`src/rtl/count_reader_pkg.sv`:
```
// Shared types and constants for the FIFO counter reader.
package count_reader_pkg;

    localparam int TIMEOUT_DEF = 8;
    localparam int CNT_W       = 5;
    localparam int TOT_W       = 7;

    typedef enum logic [2:0] {
        S_IDLE = 3'd0,
        S_REQ  = 3'd1,
        S_WAIT = 3'd2,
        S_GAP  = 3'd3,
        S_DONE = 3'd4
    } state_t;

    function automatic logic [TOT_W-1:0] sum4(
        input logic [3:0][CNT_W-1:0] c
    );
        return {2'b00, c[0]} + {2'b00, c[1]}
             + {2'b00, c[2]} + {2'b00, c[3]};
    endfunction

endpackage

```
`src/rtl/count_reader_wait_timer.sv`:
```
// Response wait timer: cleared per request, terminal count at TIMEOUT-1.
module wait_timer #(
    parameter int TIMEOUT = 8
) (
    input  logic clk,
    input  logic reset_L,
    input  logic clear,
    input  logic enable,
    output logic tc
);

    logic [3:0] count;

    always_ff @(posedge clk or negedge reset_L) begin
        if (!reset_L) begin
            count <= '0;
        end else if (clear) begin
            count <= '0;
        end else if (enable) begin
            count <= count + 4'd1;
        end
    end

    assign tc = (count == 4'(TIMEOUT - 1));

endmodule

```
`src/rtl/count_reader.sv`:
```
// Reads the four FIFO counters in turn through a req/valid responder.
module count_reader
    import count_reader_pkg::*;
#(
    parameter int TIMEOUT = TIMEOUT_DEF
) (
    input  logic             clk,
    input  logic             reset_L,
    input  logic             start,
    input  logic             valid_in,
    input  logic [CNT_W-1:0] data_in,
    output logic             req,
    output logic [1:0]       idx,
    output logic [CNT_W-1:0] cnt_0,
    output logic [CNT_W-1:0] cnt_1,
    output logic [CNT_W-1:0] cnt_2,
    output logic [CNT_W-1:0] cnt_3,
    output logic [TOT_W-1:0] total,
    output logic             done,
    output logic             busy,
    output logic [3:0]       timeout_err
);

    state_t                  state, state_nx;
    logic                    tmr_clr, tmr_en, tmr_tc;
    logic [3:0][CNT_W-1:0]   cnt_q;

    wait_timer #(
        .TIMEOUT (TIMEOUT)
    ) u_timer (
        .clk     (clk),
        .reset_L (reset_L),
        .clear   (tmr_clr),
        .enable  (tmr_en),
        .tc      (tmr_tc)
    );

    always_ff @(posedge clk or negedge reset_L) begin
        if (!reset_L) begin
            state <= S_IDLE;
        end else begin
            state <= state_nx;
        end
    end

    always_comb begin
        state_nx = state;
        req      = 1'b0;
        done     = 1'b0;
        busy     = 1'b1;
        tmr_clr  = 1'b0;
        tmr_en   = 1'b0;
        unique case (state)
            S_IDLE: begin
                busy = 1'b0;
                if (start) state_nx = S_REQ;
            end
            S_REQ: begin
                req      = 1'b1;
                tmr_clr  = 1'b1;
                state_nx = S_WAIT;
            end
            S_WAIT: begin
                req = 1'b1;
                if (valid_in || tmr_tc) state_nx = S_GAP;
                else                    tmr_en   = 1'b1;
            end
            S_GAP: begin
                state_nx = (idx == 2'd3) ? S_DONE : S_REQ;
            end
            S_DONE: begin
                done     = 1'b1;
                state_nx = S_IDLE;
            end
            default: begin
                state_nx = S_IDLE;
            end
        endcase
    end

    // Valid on the terminal-count cycle takes priority over the timeout.
    always_ff @(posedge clk or negedge reset_L) begin
        if (!reset_L) begin
            idx         <= '0;
            cnt_q       <= '0;
            total       <= '0;
            timeout_err <= '0;
        end else if (state == S_IDLE) begin
            if (start) begin
                idx         <= '0;
                cnt_q       <= '0;
                total       <= '0;
                timeout_err <= '0;
            end
        end else if (state == S_WAIT) begin
            if (valid_in) begin
                cnt_q[idx] <= data_in;
            end else if (tmr_tc) begin
                cnt_q[idx]       <= '0;
                timeout_err[idx] <= 1'b1;
            end
        end else if (state == S_GAP) begin
            if (idx == 2'd3) total <= sum4(cnt_q);
            else             idx   <= idx + 2'd1;
        end
    end

    assign cnt_0 = cnt_q[0];
    assign cnt_1 = cnt_q[1];
    assign cnt_2 = cnt_q[2];
    assign cnt_3 = cnt_q[3];

endmodule

```
`config.mk`:
```
export PLATFORM = sky130hd
export DESIGN_NAME = count_reader
export DESIGN_NICKNAME = d
export VERILOG_FILES = /design/src/rtl/count_reader_pkg.sv /design/src/rtl/count_reader_wait_timer.sv /design/src/rtl/count_reader.sv
export SDC_FILE = /design/constraint.sdc
export NUM_CORES = 1
export LEC_CHECK = 0
export BUFFER_PORTS_ARGS = -buffer_cell sky130_fd_sc_hd__buf_2
export CORE_MARGIN = 1
export CORE_UTILIZATION = 30
export DETAILED_ROUTE_END_ITERATION = 10
export GPL_TIMING_DRIVEN = 0
export PLACE_DENSITY = 0.56
export SETUP_SLACK_MARGIN = 0.1
export SYNTH_ARGS = -nofsm -noshare
export SYNTH_HDL_FRONTEND = slang
export SYNTH_HIERARCHICAL = 1
export SYNTH_SLANG_ARGS = --single-unit
```
`constraint.sdc`:
```
create_clock -name clk -period 3.32 [get_ports clk]
set_input_delay 0.332 -clock clk [delete_from_list [all_inputs] [get_ports clk]]
set_output_delay 0.332 -clock clk [all_outputs]
set_load 0.005 [all_outputs]
```
== Word level (Yosys, flattened, before mapping) ==
Cells that the tools add are included.

* Register bits: 40
* Input port bits: 9
* Output and inout port bits: 36
* Word-level logic and storage cells: 82

* Add/subtract/negate cells: 5
* Magnitude comparators: 2
* Eq/ne operators: 11
* Mux-type cells: 37
* Bitwise operators: 3
* Reductions and logical operators: 15

{| class="wikitable"
|+ Operator list
! operator !! count
|-
| $mux 20 || 5
|-
| $mux 7 || 5
|-
| $mux 4 || 7
|-
| $and 20x20->20 || 1
|-
| $bwmux 20 || 1
|-
| $not 20->20 || 1
|-
| $pmux 3 s4 || 1
|-
| $reduce_and 4->1 || 3
|-
| $demux 5 s2 || 1
|-
| $mux 2 || 5
|-
| $reduce_bool 2->1 || 5
|-
| $mux 3 || 3
|-
| $ne 2x2->1 const B || 4
|-
| $add 6x5->7 || 1
|-
| $add 7x5->7 || 1
|-
| $mux 1 || 7
|-
| $add 5x5->6 || 1
|-
| $eq 3x2->1 const B || 2
|-
| $mux 5 || 1
|-
| $add 4x1->4 const B || 1
|-
| $eq 4x3->1 const B || 1
|-
| $or 4x4->4 || 1
|-
| $eq 3x1->1 const B || 1
|-
| $eq 3x3->1 const B || 1
|-
| other kinds (13) || 13
|}

== Depth between registers and ports, before layout ==
* Word-level depth: 10
* Gate-level depth with buffers: 9
* Depth with buffers taken out: 9

== By module ==
Netlist, hierarchy kept.

{| class="wikitable"
|+ Modules (own cells, without submodules)
! module !! times used !! cells each !! area each (µm²) !! sequential area each (µm²)
|-
| count_reader || 1 || 173 || 2,000.7 || 900.9
|-
| wait_timer || 1 || 18 || 200.2 || 100.1
|}

== Worst setup path after synthesis ==
OpenSTA, ideal clock, no wires.

* Path kind: register to register
* Start: reg cnt_q (netlist bit cnt_0[1])
* End: reg total[5]
* Data arrival time: 2.783 ns
* Slack: 0.416 ns
* Cell stages (with the launch flop): 10
* Buffers on the path: 0
* Clock period less this slack: 2.904 ns
* Cells stage by stage: dfrtp_1 inv_1 fa_1 fa_1 inv_1 ha_1 fa_1 and3_1 or3_1 a32o_1

* Longest elaborated chain between the ends: 7

{| class="wikitable"
|+ RTL lines
! element !! RTL line !! RTL
|-
| from (decl) || count_reader.sv:26 || <nowiki>logic [3:0][CNT_W-1:0] cnt_q;</nowiki>
|-
| from (signal, indexed assignment) || count_reader.sv:97 || <nowiki>cnt_q[idx] <= data_in;</nowiki>
|-
| $add 5x5->6 || count_reader_pkg.sv:19 || <nowiki>return {2'b00, c[0]} + {2'b00, c[1]}</nowiki>
|-
| $add 6x5->7 || count_reader_pkg.sv:20 || <nowiki>+ {2'b00, c[2]} + {2'b00, c[3]};</nowiki>
|-
| $add 7x5->7 || count_reader_pkg.sv:20 ||
|-
| $mux 7 || count_reader.sv:103 || <nowiki>if (idx == 2'd3) total <= sum4(cnt_q);</nowiki>
|-
| $mux 7 || count_reader.sv:102 || <nowiki>end else if (state == S_GAP) begin</nowiki>
|-
| $mux 7 || count_reader.sv:95 || <nowiki>end else if (state == S_WAIT) begin</nowiki>
|-
| $mux 7 || count_reader.sv:88 || <nowiki>end else if (state == S_IDLE) begin</nowiki>
|-
| to (signal assigned) || count_reader.sv:103 ||
|-
| to (decl) || count_reader.sv:18 || <nowiki>output logic [TOT_W-1:0] total,</nowiki>
|}

Every way passes these cells. The select of a mux whose other input is x is not followed.
A chain may end at the register's enable or synchronous reset.

== Worst setup path after layout ==
Ends and elaborated chain as after synthesis.

==> metrics.csv <==
stage;metric;value;unit
run_status;status;completed;
global_route;grt peak-use layer;met2;
sta;Final Setup Violations;0;
detailed_routing;total via count after detailed routing;1632;
detailed_routing;drt initial violations;41;
power_and_ir_drop;Pleak;1.39;nW
power_and_ir_drop;PD cells;899;nW/um2
yosys;Post-synth ARST share;100;%
placed_design;IO Port Bufs;44;
detailed_routing;post-route ant nets;0;
yosys;synthesized area;2200;um2
clock_tree;clock root buffer;clkbuf_8;
clock_tree;H-tree depth;2;
setup_path;most used cell, CP;fa_1;
placed_design;RePlAce Congestion;0.782;
layout;most frequent cells in the layout;buf_2 (47), dfrtp_1 (40), inv_1 (29);
setup_path;worst endpoint data arrival time;3.24;ns
detailed_routing;residual DRC count;0;
floorplanning;row cnt;30;
yosys;XOR/XNOR share of the synthesized area;1.19;%
yosys;Synth Warn #;6;
yosys;library cells used by synthesis;45;
global_route;Tot GR Track Use;14.4;%
clock_tree;clock-pin slew on the worst setup and hold paths;0.08;ns
sta;fmax;327;MHz
setup_path;Worst path max stage delay;0.52;ns
setup_path;Crit. Startpoint;cnt_0[1];
clock_tree;CTS sink cnt;40;
power_and_ir_drop;Sw Share;40.9;%
sta;max-slew violations;0;
sta;Setup TNS;0;ns
clock_tree;clock latency on the worst-skew pair;0.30;ns
clock_tree;post-CTS sizing;0;
setup_path;crit start category;flip-flop;
yosys;adder-cell share of the synthesized area;15.3;%
power_and_ir_drop;Seq pwr share;33.8;%
clock_tree;CTS Hold Bufs;0;
floorplanning;die area;7680;um2
yosys;Post-Syn Nets;221;
sta;final hold slack;0.157;ns
setup_path;Worst Setup End Kind;flip-flop;
yosys;Avg Cell Area, Syn;11.5;um2
floorplanning;Die Y;87.7;um
floorplanning;Die X;87.7;um
detailed_routing;Total Wirelength;4810;um
setup_path;CP delay by family, top;adder cells;
yosys;Mapped Cells;191;
yosys;register area share after synthesis;45.5;%
yosys;mux share of post-synthesis cell area;1.14;%
setup_path;Worst EP required;3.50;ns
run;Max Cap Violations;0;
floorplanning;core area;6940;um2
global_route;first-pass GRT wire length;8470;um
sta;clk_skew;0.00705;ns
yosys;post-synthesis compound-gate area fraction;19.6;%
yosys;main combinational cell family by area after synthesis;compound AO/OA/AOI/OAI gates;
setup_path;Buffers & Inverters on Critical Path;2;
setup_path;Crit Path Class;reg2reg;
global_route;GRT met1 Usage;20.6;%
sta;Final min period;3.06;ns
power_and_ir_drop;Max IR drop VDD;0.355;mV
layout;layout cells sized above 1;26.3;%
power_and_ir_drop;combinational share of power;51.8;%
yosys;Post-synth EDFFs;0;
layout;Area Overhead vs Synth;19.7;%
power_and_ir_drop;clock share of power;14.4;%
clock_tree;CTS tree;yes;
global_route;gr ovfl total;0;
worst_hold_path;HP Class;in2async;
clock_tree;cts bufs inserted;5;
layout;number of diodes;0;
global_route;M3 GR Usage;3.20;%
sta;unrepaired setup endpoints after global routing;false;
yosys;#FFs+latches synth;40;
sta;Worst Tran Pin Value;0.902;ns
setup_path;critical path's slowest cell;fa_1;
setup_path;CP cell instances;inv_1, fa_1, fa_1, inv_1, ha_1, fa_1, and3_1, or3_1, a32o_1;
layout;fillers;714;
clock_tree;Clock Path Buffers;2;
sta;Tcrit/Tclk final;92.1;%
layout;commonest non-fill, non-tap cell in the layout;buf_2;
sta;slew margin rel.;39.8;%
global_route;largest net degree at the start of global routing;41;
placed_design;worst slack at placement;0.278;ns
floorplanning;Ports;45;
power_and_ir_drop;internal power;1.40;mW
detailed_routing;TritonRoute pass-1 iters;5;
setup_path;Worst R2R Start;cnt_0[1];
clock_tree;postcts setup bufs;0;
global_route;vias in the first global route;1675;
placed_design;Final HPWL DP;3580;um
sta;final hold violations;0;
power_and_ir_drop;P_sw;0.968;mW
detailed_routing;wire per inst;14.2;um
sta;worst setup margin;0.262;ns
global_route;initial antenna violation count;0;
yosys;top_reg_cell synth;dfrtp_1;
floorplanning;Initial Utilization;31.7;%
yosys;Synth Area in Simple Gates;11.1;%
setup_path;CP Max Fanout;3;
detailed_routing;Via density;4.81;
layout;Final #Nets;272;
power_and_ir_drop;Final Power;2.37;mW
global_route;GRT met2 Usage;21.7;%
[per-stage QoR]
step / cells / instance area (um2) / util [%]
after floorplan: 191 / 2200 / -
after global placement: 331 / 2540 / 36.6
after detailed placement: 331 / 2540 / 36.6
after CTS: 339 / 2630 / 37.9
after global routing: 339 / 2630 / 37.9
final: 339 / 2630 / 37.9
[path summary, 6_finish.rpt]
check / cells after the start / slack (ns) / to
max: 9 / 0.26 / total[5]
min: 1 / 0.16 / cnt_2[0]
max reg2reg: 9 / 0.26 / total[5]
min reg2reg: 1 / 0.49 / total[6]
max in group asynchronous: 1 / 2.60 / total[5]
min in group clk: 2 / 0.31 / cnt_1[0]
[per-layer routing]
| layer | wire, um | vias up |
|---|---|---|
| li1 | - | 779 |
| met1 | 2390 | 806 |
| met2 | 2160 | 42 |
| met3 | 229 | 5 |
| met4 | 42 | 0 |
| met5 | 0 | - |
[worst register-to-register path: stages, from the launching register on]
cell	delay, ns
dfrtp_1	0.38
inv_1	0.07
fa_1	0.52
fa_1	0.51
inv_1	0.04
ha_1	0.22
fa_1	0.40
and3_1	0.19
or3_1	0.34
a32o_1	0.25
[cells by family (layout without fill, tap and decap cells)]
family | after synthesis | count (layout)
AO/OA/AOI/OAI | 52 | 52
XOR/XNOR | 3 | 3
adder cells (fa/ha/maj) | 21 | 21
buffers and inverters | 33 | 85
flip-flops | 40 | 40
multiplexers | 2 | 2
AND/OR/NAND/NOR | 40 | 40
[synth_stat cells (3+ instances only)]
cell | n | area share, %
o21a_1 | 3 | 1.0
a21oi_1 | 3 | 0.68
and2_1 | 3 | 0.85
inv_1 | 29 | 4.9
a22o_1 | 27 | 11
a21o_1 | 3 | 1.0
dfrtp_1 | 40 | 45
buf_2 | 3 | 0.68
o21ai_0 | 3 | 0.68
nor2_1 | 9 | 1.5
nand2_1 | 7 | 1.2
ha_1 | 11 | 6.3
fa_1 | 10 | 9.1
o221ai_1 | 4 | 1.6
[state kept, by name (all words and copies together), names as in the netlist]
name	flops
cnt_2	5
cnt_0	5
idx	2
timeout_err	4
total	7
cnt_3	5
u_timer/count	4
cnt_1	5
state	3
[layout make-up]
class | instances | area, um2 | area share (%)
clock buffers | 6 | 82.6 | 3.14
multi-input cells | 118 | 1060 | 40.4
plain buffers | 4 | 26.3 | 0.998
flip-flops and latches | 40 | 1000 | 38.0
clock inverters | 2 | 10.0 | 0.380
inverters | 29 | 109 | 4.13
repair buffers | 44 | 220 | 8.36
well taps | 96 | 120 | 4.56
[power groups by stage]
| stage | combinational (mW) | clock [mW] | sequential [mW] |
|---|---|---|---|
| 2_1_floorplan | 0.868 | 0 | 0.794 |
| 3_3_place_gp | 1.24 | 0 | 0.812 |
| 3_5_place_dp | 1.25 | 0 | 0.813 |
| 4_1_cts | 1.25 | 0.353 | 0.804 |
| 5_1_grt | 1.47 | 0.372 | 0.831 |
| 6_report | 1.23 | 0.341 | 0.801 |
Power figures use the tool's default switching activity.
